## src/rtl/mem_controller_rr.sv

```systemverilog
// mem_controller_rr
//   Multi-channel memory controller. Consumer read/write requests are
//   arbitrated round-robin onto NUM_CHANNELS memory channels; responses are
//   relayed back with a valid/ready handshake. Each memory wait can be bounded
//   by TIMEOUT_CYCLES, and a timed-out channel raises a sticky error flag.
//
// Ports
//   clk, reset                 clock, synchronous active-high reset
//   consumer_read_*            per-consumer read request / response (packed)
//   consumer_write_*           per-consumer write request / done (packed)
//   mem_read_*                 per-channel read request / response (packed)
//   mem_write_*                per-channel write request / ack (packed)
//   timeout_error              per-channel sticky timeout flag
module mem_controller_rr #(
    parameter int ADDR_BITS      = 8,
    parameter int DATA_BITS      = 16,
    parameter int NUM_CONSUMERS  = 4,
    parameter int NUM_CHANNELS   = 1,
    parameter int WRITE_ENABLE   = 1,
    parameter int TIMEOUT_CYCLES = 0
) (
    input  logic                               clk,
    input  logic                               reset,
    input  logic [NUM_CONSUMERS-1:0]           consumer_read_valid,
    input  logic [NUM_CONSUMERS*ADDR_BITS-1:0] consumer_read_address,
    output logic [NUM_CONSUMERS-1:0]           consumer_read_ready,
    output logic [NUM_CONSUMERS*DATA_BITS-1:0] consumer_read_data,
    input  logic [NUM_CONSUMERS-1:0]           consumer_write_valid,
    input  logic [NUM_CONSUMERS*ADDR_BITS-1:0] consumer_write_address,
    input  logic [NUM_CONSUMERS*DATA_BITS-1:0] consumer_write_data,
    output logic [NUM_CONSUMERS-1:0]           consumer_write_ready,
    output logic [NUM_CHANNELS-1:0]            mem_read_valid,
    output logic [NUM_CHANNELS*ADDR_BITS-1:0]  mem_read_address,
    input  logic [NUM_CHANNELS-1:0]            mem_read_ready,
    input  logic [NUM_CHANNELS*DATA_BITS-1:0]  mem_read_data,
    output logic [NUM_CHANNELS-1:0]            mem_write_valid,
    output logic [NUM_CHANNELS*ADDR_BITS-1:0]  mem_write_address,
    output logic [NUM_CHANNELS*DATA_BITS-1:0]  mem_write_data,
    input  logic [NUM_CHANNELS-1:0]            mem_write_ready,
    output logic [NUM_CHANNELS-1:0]            timeout_error
);

    localparam int CW = $clog2(NUM_CONSUMERS);
    localparam int TW = (TIMEOUT_CYCLES > 0) ? $clog2(TIMEOUT_CYCLES + 1) : 1;

    typedef enum logic [2:0] {
        IDLE,
        READ_WAITING,
        WRITE_WAITING,
        READ_RELAYING,
        WRITE_RELAYING
    } state_t;

    // Channel state
    state_t                 state_reg     [NUM_CHANNELS];
    logic [CW-1:0]          cons_reg      [NUM_CHANNELS];
    logic [TW-1:0]          count_reg     [NUM_CHANNELS];
    logic [ADDR_BITS-1:0]   mem_raddr_reg [NUM_CHANNELS];
    logic [ADDR_BITS-1:0]   mem_waddr_reg [NUM_CHANNELS];
    logic [DATA_BITS-1:0]   mem_wdata_reg [NUM_CHANNELS];
    logic [NUM_CHANNELS-1:0] mem_rvalid_reg;
    logic [NUM_CHANNELS-1:0] mem_wvalid_reg;
    logic [NUM_CHANNELS-1:0] timeout_reg;

    // Consumer state
    logic [NUM_CONSUMERS-1:0] in_service_reg;
    logic [NUM_CONSUMERS-1:0] cons_rready_reg;
    logic [NUM_CONSUMERS-1:0] cons_wready_reg;
    logic [DATA_BITS-1:0]     cons_rdata_reg [NUM_CONSUMERS];
    logic [CW-1:0]            rr_ptr_reg;

    // Unpacked views of the packed buses
    logic [ADDR_BITS-1:0] c_raddr [NUM_CONSUMERS];
    logic [ADDR_BITS-1:0] c_waddr [NUM_CONSUMERS];
    logic [DATA_BITS-1:0] c_wdata [NUM_CONSUMERS];
    logic [DATA_BITS-1:0] m_rdata [NUM_CHANNELS];
    logic [NUM_CHANNELS-1:0] timed_out;

    genvar gi;
    generate
        for (gi = 0; gi < NUM_CONSUMERS; gi++) begin : g_cons
            assign c_raddr[gi] = consumer_read_address[gi*ADDR_BITS +: ADDR_BITS];
            assign c_waddr[gi] = consumer_write_address[gi*ADDR_BITS +: ADDR_BITS];
            assign c_wdata[gi] = consumer_write_data[gi*DATA_BITS +: DATA_BITS];
            assign consumer_read_data[gi*DATA_BITS +: DATA_BITS] = cons_rdata_reg[gi];
        end
        for (gi = 0; gi < NUM_CHANNELS; gi++) begin : g_chan
            assign m_rdata[gi] = mem_read_data[gi*DATA_BITS +: DATA_BITS];
            assign mem_read_address[gi*ADDR_BITS +: ADDR_BITS]  = mem_raddr_reg[gi];
            assign mem_write_address[gi*ADDR_BITS +: ADDR_BITS] = mem_waddr_reg[gi];
            assign mem_write_data[gi*DATA_BITS +: DATA_BITS]    = mem_wdata_reg[gi];
            // Fires on the WAITING edge at which the count would reach TIMEOUT_CYCLES
            assign timed_out[gi] = (TIMEOUT_CYCLES > 0) &&
                                   (count_reg[gi] == TW'(TIMEOUT_CYCLES - 1));
        end
    endgenerate

    assign mem_read_valid       = mem_rvalid_reg;
    assign mem_write_valid      = mem_wvalid_reg;
    assign timeout_error        = timeout_reg;
    assign consumer_read_ready  = cons_rready_reg;
    assign consumer_write_ready = cons_wready_reg;

    // Write requests are invisible to a read-only controller
    logic [NUM_CONSUMERS-1:0] write_req;
    logic [NUM_CONSUMERS-1:0] eligible;
    assign write_req = (WRITE_ENABLE != 0) ? consumer_write_valid : '0;
    assign eligible  = (consumer_read_valid | write_req) & ~in_service_reg;

    // Arbitration: IDLE channels in ascending order each take the first
    // eligible, not-yet-taken consumer at or after rr_ptr (wrapping).
    logic [NUM_CHANNELS-1:0]  grant;
    logic [NUM_CHANNELS-1:0]  grant_read;
    logic [CW-1:0]            grant_idx [NUM_CHANNELS];
    logic [NUM_CONSUMERS-1:0] taken;
    logic [CW-1:0]            rr_ptr_next;
    logic [CW:0]              arb_sum;
    logic [CW-1:0]            arb_idx;

    always_comb begin
        grant       = '0;
        grant_read  = '0;
        taken       = '0;
        rr_ptr_next = rr_ptr_reg;
        arb_sum     = '0;
        arb_idx     = '0;
        for (int i = 0; i < NUM_CHANNELS; i++) begin
            grant_idx[i] = '0;
            if (state_reg[i] == IDLE) begin
                for (int k = 0; k < NUM_CONSUMERS; k++) begin
                    arb_sum = {1'b0, rr_ptr_reg} + (CW+1)'(k);
                    if (arb_sum >= (CW+1)'(NUM_CONSUMERS))
                        arb_sum = arb_sum - (CW+1)'(NUM_CONSUMERS);
                    arb_idx = arb_sum[CW-1:0];
                    if (!grant[i] && eligible[arb_idx] && !taken[arb_idx]) begin
                        grant[i]      = 1'b1;
                        grant_idx[i]  = arb_idx;
                        grant_read[i] = consumer_read_valid[arb_idx];
                        taken[arb_idx] = 1'b1;
                        // Highest channel granting overwrites: pointer follows the last grant
                        rr_ptr_next = (arb_idx == CW'(NUM_CONSUMERS - 1)) ? '0 : arb_idx + CW'(1);
                    end
                end
            end
        end
    end

    always_ff @(posedge clk) begin
        if (reset) begin
            rr_ptr_reg      <= '0;
            in_service_reg  <= '0;
            cons_rready_reg <= '0;
            cons_wready_reg <= '0;
            mem_rvalid_reg  <= '0;
            mem_wvalid_reg  <= '0;
            timeout_reg     <= '0;
            for (int j = 0; j < NUM_CONSUMERS; j++)
                cons_rdata_reg[j] <= '0;
            for (int i = 0; i < NUM_CHANNELS; i++) begin
                state_reg[i]     <= IDLE;
                cons_reg[i]      <= '0;
                count_reg[i]     <= '0;
                mem_raddr_reg[i] <= '0;
                mem_waddr_reg[i] <= '0;
                mem_wdata_reg[i] <= '0;
            end
        end else begin
            rr_ptr_reg <= rr_ptr_next;
            for (int i = 0; i < NUM_CHANNELS; i++) begin
                case (state_reg[i])
                    IDLE: begin
                        if (grant[i]) begin
                            cons_reg[i]  <= grant_idx[i];
                            count_reg[i] <= '0;
                            in_service_reg[grant_idx[i]] <= 1'b1;
                            if (grant_read[i]) begin
                                mem_rvalid_reg[i] <= 1'b1;
                                mem_raddr_reg[i]  <= c_raddr[grant_idx[i]];
                                state_reg[i]      <= READ_WAITING;
                            end else begin
                                mem_wvalid_reg[i] <= 1'b1;
                                mem_waddr_reg[i]  <= c_waddr[grant_idx[i]];
                                mem_wdata_reg[i]  <= c_wdata[grant_idx[i]];
                                state_reg[i]      <= WRITE_WAITING;
                            end
                        end
                    end
                    READ_WAITING: begin
                        if (mem_read_ready[i] || timed_out[i]) begin
                            mem_rvalid_reg[i]            <= 1'b0;
                            cons_rready_reg[cons_reg[i]] <= 1'b1;
                            cons_rdata_reg[cons_reg[i]]  <= mem_read_ready[i] ? m_rdata[i] : '0;
                            if (!mem_read_ready[i])
                                timeout_reg[i] <= 1'b1;
                            state_reg[i] <= READ_RELAYING;
                        end else begin
                            count_reg[i] <= count_reg[i] + TW'(1);
                        end
                    end
                    WRITE_WAITING: begin
                        if (mem_write_ready[i] || timed_out[i]) begin
                            mem_wvalid_reg[i]            <= 1'b0;
                            cons_wready_reg[cons_reg[i]] <= 1'b1;
                            if (!mem_write_ready[i])
                                timeout_reg[i] <= 1'b1;
                            state_reg[i] <= WRITE_RELAYING;
                        end else begin
                            count_reg[i] <= count_reg[i] + TW'(1);
                        end
                    end
                    READ_RELAYING: begin
                        if (!consumer_read_valid[cons_reg[i]]) begin
                            cons_rready_reg[cons_reg[i]] <= 1'b0;
                            in_service_reg[cons_reg[i]]  <= 1'b0;
                            state_reg[i]                 <= IDLE;
                        end
                    end
                    WRITE_RELAYING: begin
                        if (!consumer_write_valid[cons_reg[i]]) begin
                            cons_wready_reg[cons_reg[i]] <= 1'b0;
                            in_service_reg[cons_reg[i]]  <= 1'b0;
                            state_reg[i]                 <= IDLE;
                        end
                    end
                    default: state_reg[i] <= IDLE;
                endcase
            end
        end
    end

endmodule

```

## config.mk

```make
export PLATFORM = sky130hd
export DESIGN_NAME = mem_controller_rr
export DESIGN_NICKNAME = d
export VERILOG_FILES = /design/src/rtl/mem_controller_rr.sv
export SDC_FILE = /design/constraint.sdc
export NUM_CORES = 1
export LEC_CHECK = 0
export ABC_AREA = 1
export CAP_MARGIN = 20
export CORE_UTILIZATION = 40
export CTS_BUF_LIST = sky130_fd_sc_hd__clkbuf_4 sky130_fd_sc_hd__clkbuf_8 sky130_fd_sc_hd__clkbuf_16
export CTS_CLUSTER_SIZE = 12
export DETAILED_ROUTE_END_ITERATION = 8
export PLACE_DENSITY = 0.75
export SYNTH_ARGS = -nofsm -noshare
export SYNTH_HDL_FRONTEND = slang
export SYNTH_SLANG_ARGS = --single-unit
```

## constraint.sdc

```tcl
create_clock -name clk -period 7.75 [get_ports clk]
set_input_delay 0.775 -clock clk [delete_from_list [all_inputs] [get_ports clk]]
set_output_delay 0.775 -clock clk [all_outputs]
set_load 0.03 [all_outputs]
```

==> summary.txt <==
Setup path
  – Worst reg2reg path endpoint: mem_raddr_reg[0][3]
  – Startpoint types: register
  – Crit path required time: 7.91 ns
  – Class of the most critical setup path: register to register
  – Worst path arrival time: ~4.3 ns
  – Critical Path Max Stage Delay: roughly 0.8 ns
  – End of the critical path: mem_raddr_reg[0][3]
  – Crit path max fanout: 67
  – Critical path origin: rr_ptr_reg[0]
  – Worst r2r src: rr_ptr_reg[0]
  – Kind of cell adding the most delay to the critical path: simple AND/OR/NAND/NOR gates
  – R2R Setup Slk: 3.58 ns
  – CP endpoint kind: register
  – CP dominant cell by count: inv_2
  – CP max stage cell: dfxtp_1
  – Worst-case reg-to-reg path depth: 15
  – Critical Path Stages: 15
  – Critical-path cell list: inv_2 > ha_1 > inv_1 > nand3_2 > nand2_4 > inv_2 > nor2_4 > nand4_2 > nand2_2 > inv_2 > nand2_4 > nand3_1 > nand2_1 > nor2_1 > nor2_1
  – Worst Path Buf+Inv: 4

Layout
  – Multi-input logic area: 0.00254 sq mm
  – N_diodes: 0
  – Largest register FFs: 64
  – Reg area: 0.00335 sq mm
  – Area grow syn2layout: 49.9%
  – Layout cell share with drive strength beyond 1: 0.0953
  – Nets: 1135
  – FILL cells: 1343
  – Post-layout util: 0.624

Floorplan
  – Num ports: 263
  – Core ar.: ~0.015 sq mm
  – Die height: about 130 um
  – Rows: 45
  – Die W: approximately 130 um
  – Die area: between 0.015 and 0.02 sq mm
  – Initial core utilization: 0.416

Power
  – Power Density: ~370 mW/mm^2
  – VDD IR max: 291 uV
  – Leak: 0.00408 uW

Place
  – I/O Buffers: 261
  – DP Wirelength: 13800 um
  – Gpl congestion: between 0.8 and 0.9

Status
  – Outcome: finished clean

Run
  – Total of max-cap violations: 0

Routing
  – # DRC: 0
  – Routed WL: 19600 um
  – WL/cell: 16.4 um
  – Drt first pass iters: 5
  – DR iter-0 viols: 405
  – Final ANT Viol Nets: 0
  – Routed via count: between 6000 and 7000
  – Vias per cell: 5.03

Synthesis
  – Register area share after synthesis: 0.522
  – Top cell type's share of synthesized area: 0.472
  – Synth warn: 0
  – Top cells by area, synth: edfxtp_1 (47%), nor2_1 (8.1%), nand2_1 (8.1%)
  – Register bit count reported by yosys: 117
  – Syn Nets: 890
  – Mean area per synthesized cell: ~8.8 sq um
  – Distinct cells, synth: 34
  – Post-Syn Area: 0.00642 sq mm
  – Post-synth ARST share: 0
  – Leading area contributor after synthesis: edfxtp_1
  – Post-synth top flop: edfxtp_1
  – Gate Count Post-Synth: around 730
  – Post-synth EDFFs: 101

Clock tree
  – Number of CTS-inserted buffers: 17
  – CTS max path bufs: 2
  – Clk_lat worst skew: 0.42 ns
  – Clock transition at the registers of the reported paths: 0.06 ns
  – Clock tree sinks: 117
  – CTS resizes: 0
  – CTS tree: built
  – # hold bufs at CTS: 0
  – Setup bufs post-CTS: 0
  – H-tree level count: 4
  – Root Buffer: clkbuf_16

STA
  – Final period utilization: 0.539
  – Achievable clock frequency: 0.240 GHz
  – Relative slew margins: 0.405
  – Slew @ Worst Pin: 0.891 ns
  – Hold Fails Final Rpt: 0
  – Slew Limit Fails: 0
  – Final setup violation count: 0
  – Skew final: 0.0108 ns
  – Period minus WS final: 4.17 ns
  – Total negative slack: 0 ns
  – Unrepaired setup endpoints after global routing: no

Global routing
  – Pin count of the biggest net entering global routing: 68
  – Total GRT Usage: 0.240
  – Total grt overflow: 0
  – Vias in the first global route: between 5000 and 6000
  – First-pass GRT wire length: 29900 um
  – Initial antenna violation count: 0

Min path
  – Min-Delay Path Depth: 2
  – Worst Hold Class: register to register
==> area by class of cell <==
| class | instances | share of cell area |
|---|---|---|
| clock inverters | 13 | 0.0116 |
| inverters | 58 | 0.0226 |
| repair buffers | 269 | 0.282 |
| multi-input cells | 511 | 0.263 |
| well taps | 211 | 0.0274 |
| clock buffers | 18 | 0.0450 |
| flip-flops and latches | 117 | 0.348 |
==> where the power goes <==
group | leakage, uW | internal [uW] | total [uW] | switching [uW]
combinational | 0.00263 | 634 | 1940 | 1310
sequential | 0.00119 | 859 | 918 | 58.9
clock | 0.000261 | 440 | 726 | 286
total | 0.00408 | 1930 | 3580 | 1650
==> cells in the mapped netlist, types with 2 or more instances <==
| master | count |
|---|---|
| ha_1 | 5 |
| buf_12 | 2 |
| nand2_4 | 3 |
| inv_2 | 7 |
| buf_4 | 2 |
| o21ai_0 | 27 |
| buf_6 | 9 |
| nand2_1 | 138 |
| buf_8 | 2 |
| or2_2 | 2 |
| nand3_1 | 86 |
| buf_1 | 2 |
| nand4_1 | 35 |
| a21oi_1 | 18 |
| nand2_2 | 3 |
| o211ai_1 | 4 |
| edfxtp_1 | 101 |
| clkbuf_1 | 7 |
| o22ai_1 | 4 |
| nor3_1 | 3 |
| nor2_4 | 2 |
| nor2_1 | 139 |
| inv_1 | 50 |
| dfxtp_1 | 16 |
| buf_2 | 19 |
| nand3_2 | 35 |
==> layout by cell type (no fill, tap or decap), types with 3 or more instances in the layout <==
master,netlist,routed
a21oi_1,18,18
buf_4,2,5
clkbuf_16,0,17
clkdlybuf4s50_1,0,261
clkinv_2,0,5
clkinvlp_4,0,4
dfxtp_1,16,16
edfxtp_1,101,101
ha_1,5,5
inv_1,50,50
inv_2,7,7
nand2_1,138,138
nand2_2,3,3
nand2_4,3,3
nand3_1,86,86
nand3_2,35,35
nand4_1,35,35
nor2_1,139,139
nor3_1,3,3
o211ai_1,4,4
o21ai_0,27,25
o22ai_1,4,4
==> per-layer routing <==
layer,up-vias,global-route usage,share of wire
met4,0,0.101,0.020
met2,284,0.421,0.50
met5,-,0,0
li1,2960,-,-
met3,31,0.0736,0.094
met1,2749,0.271,0.38
==> worst min-delay path, stage by stage, from the launching register on <==
cell	delay, ns
dfxtp_1	0.31
inv_1	0.05
a21oi_1	0.05
==> worst min path at each step <==
stage / start / endpoint / slack [ns]
4_1_cts: mem_read_valid / mem_read_valid / 0.45
5_1_grt: mem_read_valid / mem_read_valid / 0.48
6_report: mem_read_valid / mem_read_valid / 0.45
2_1_floorplan: in_service_reg[1] / in_service_reg[1] / 0.45
3_3_place_gp: mem_read_valid / mem_read_valid / 0.44
3_5_place_dp: mem_read_valid / mem_read_valid / 0.44
==> cell families (layout without fill, tap and decap cells) <==
| kind of cell | after synthesis | after routing | share of synthesized area |
|---|---|---|---|
| AOI/OAI and AO/OA | 56 | 56 | 0.0471 |
| adders and majority gates | 5 | 5 | 0.00974 |
| buffers and inverters | 101 | 358 | 0.0830 |
| DFF | 117 | 117 | 0.522 |
| other | 1 | 1 | 0.000584 |
| and+or+nand+nor | 449 | 449 | 0.337 |
==> stage by stage <==
| step | instance area [sq um] | power, uW | instances | worst slack, ns | hold slack [ns] |
|---|---|---|---|---|---|
| 6_report | 9630 | 3580 | 1197 | 3.58 | 0.453 |
| 3_5_place_dp | 9060 | 2860 | 1165 | 3.62 | 0.442 |
| 3_3_place_gp | 9020 | 2820 | 1163 | 3.65 | 0.436 |
| 2_1_floorplan | 6420 | 2370 | 729 | 4.96 | 0.452 |
| 5_1_grt | 9630 | 3830 | 1197 | 3.20 | 0.479 |
| 4_1_cts | 9610 | 3590 | 1196 | 3.60 | 0.450 |
No activity file was read; power rests on OpenSTA's default activity.
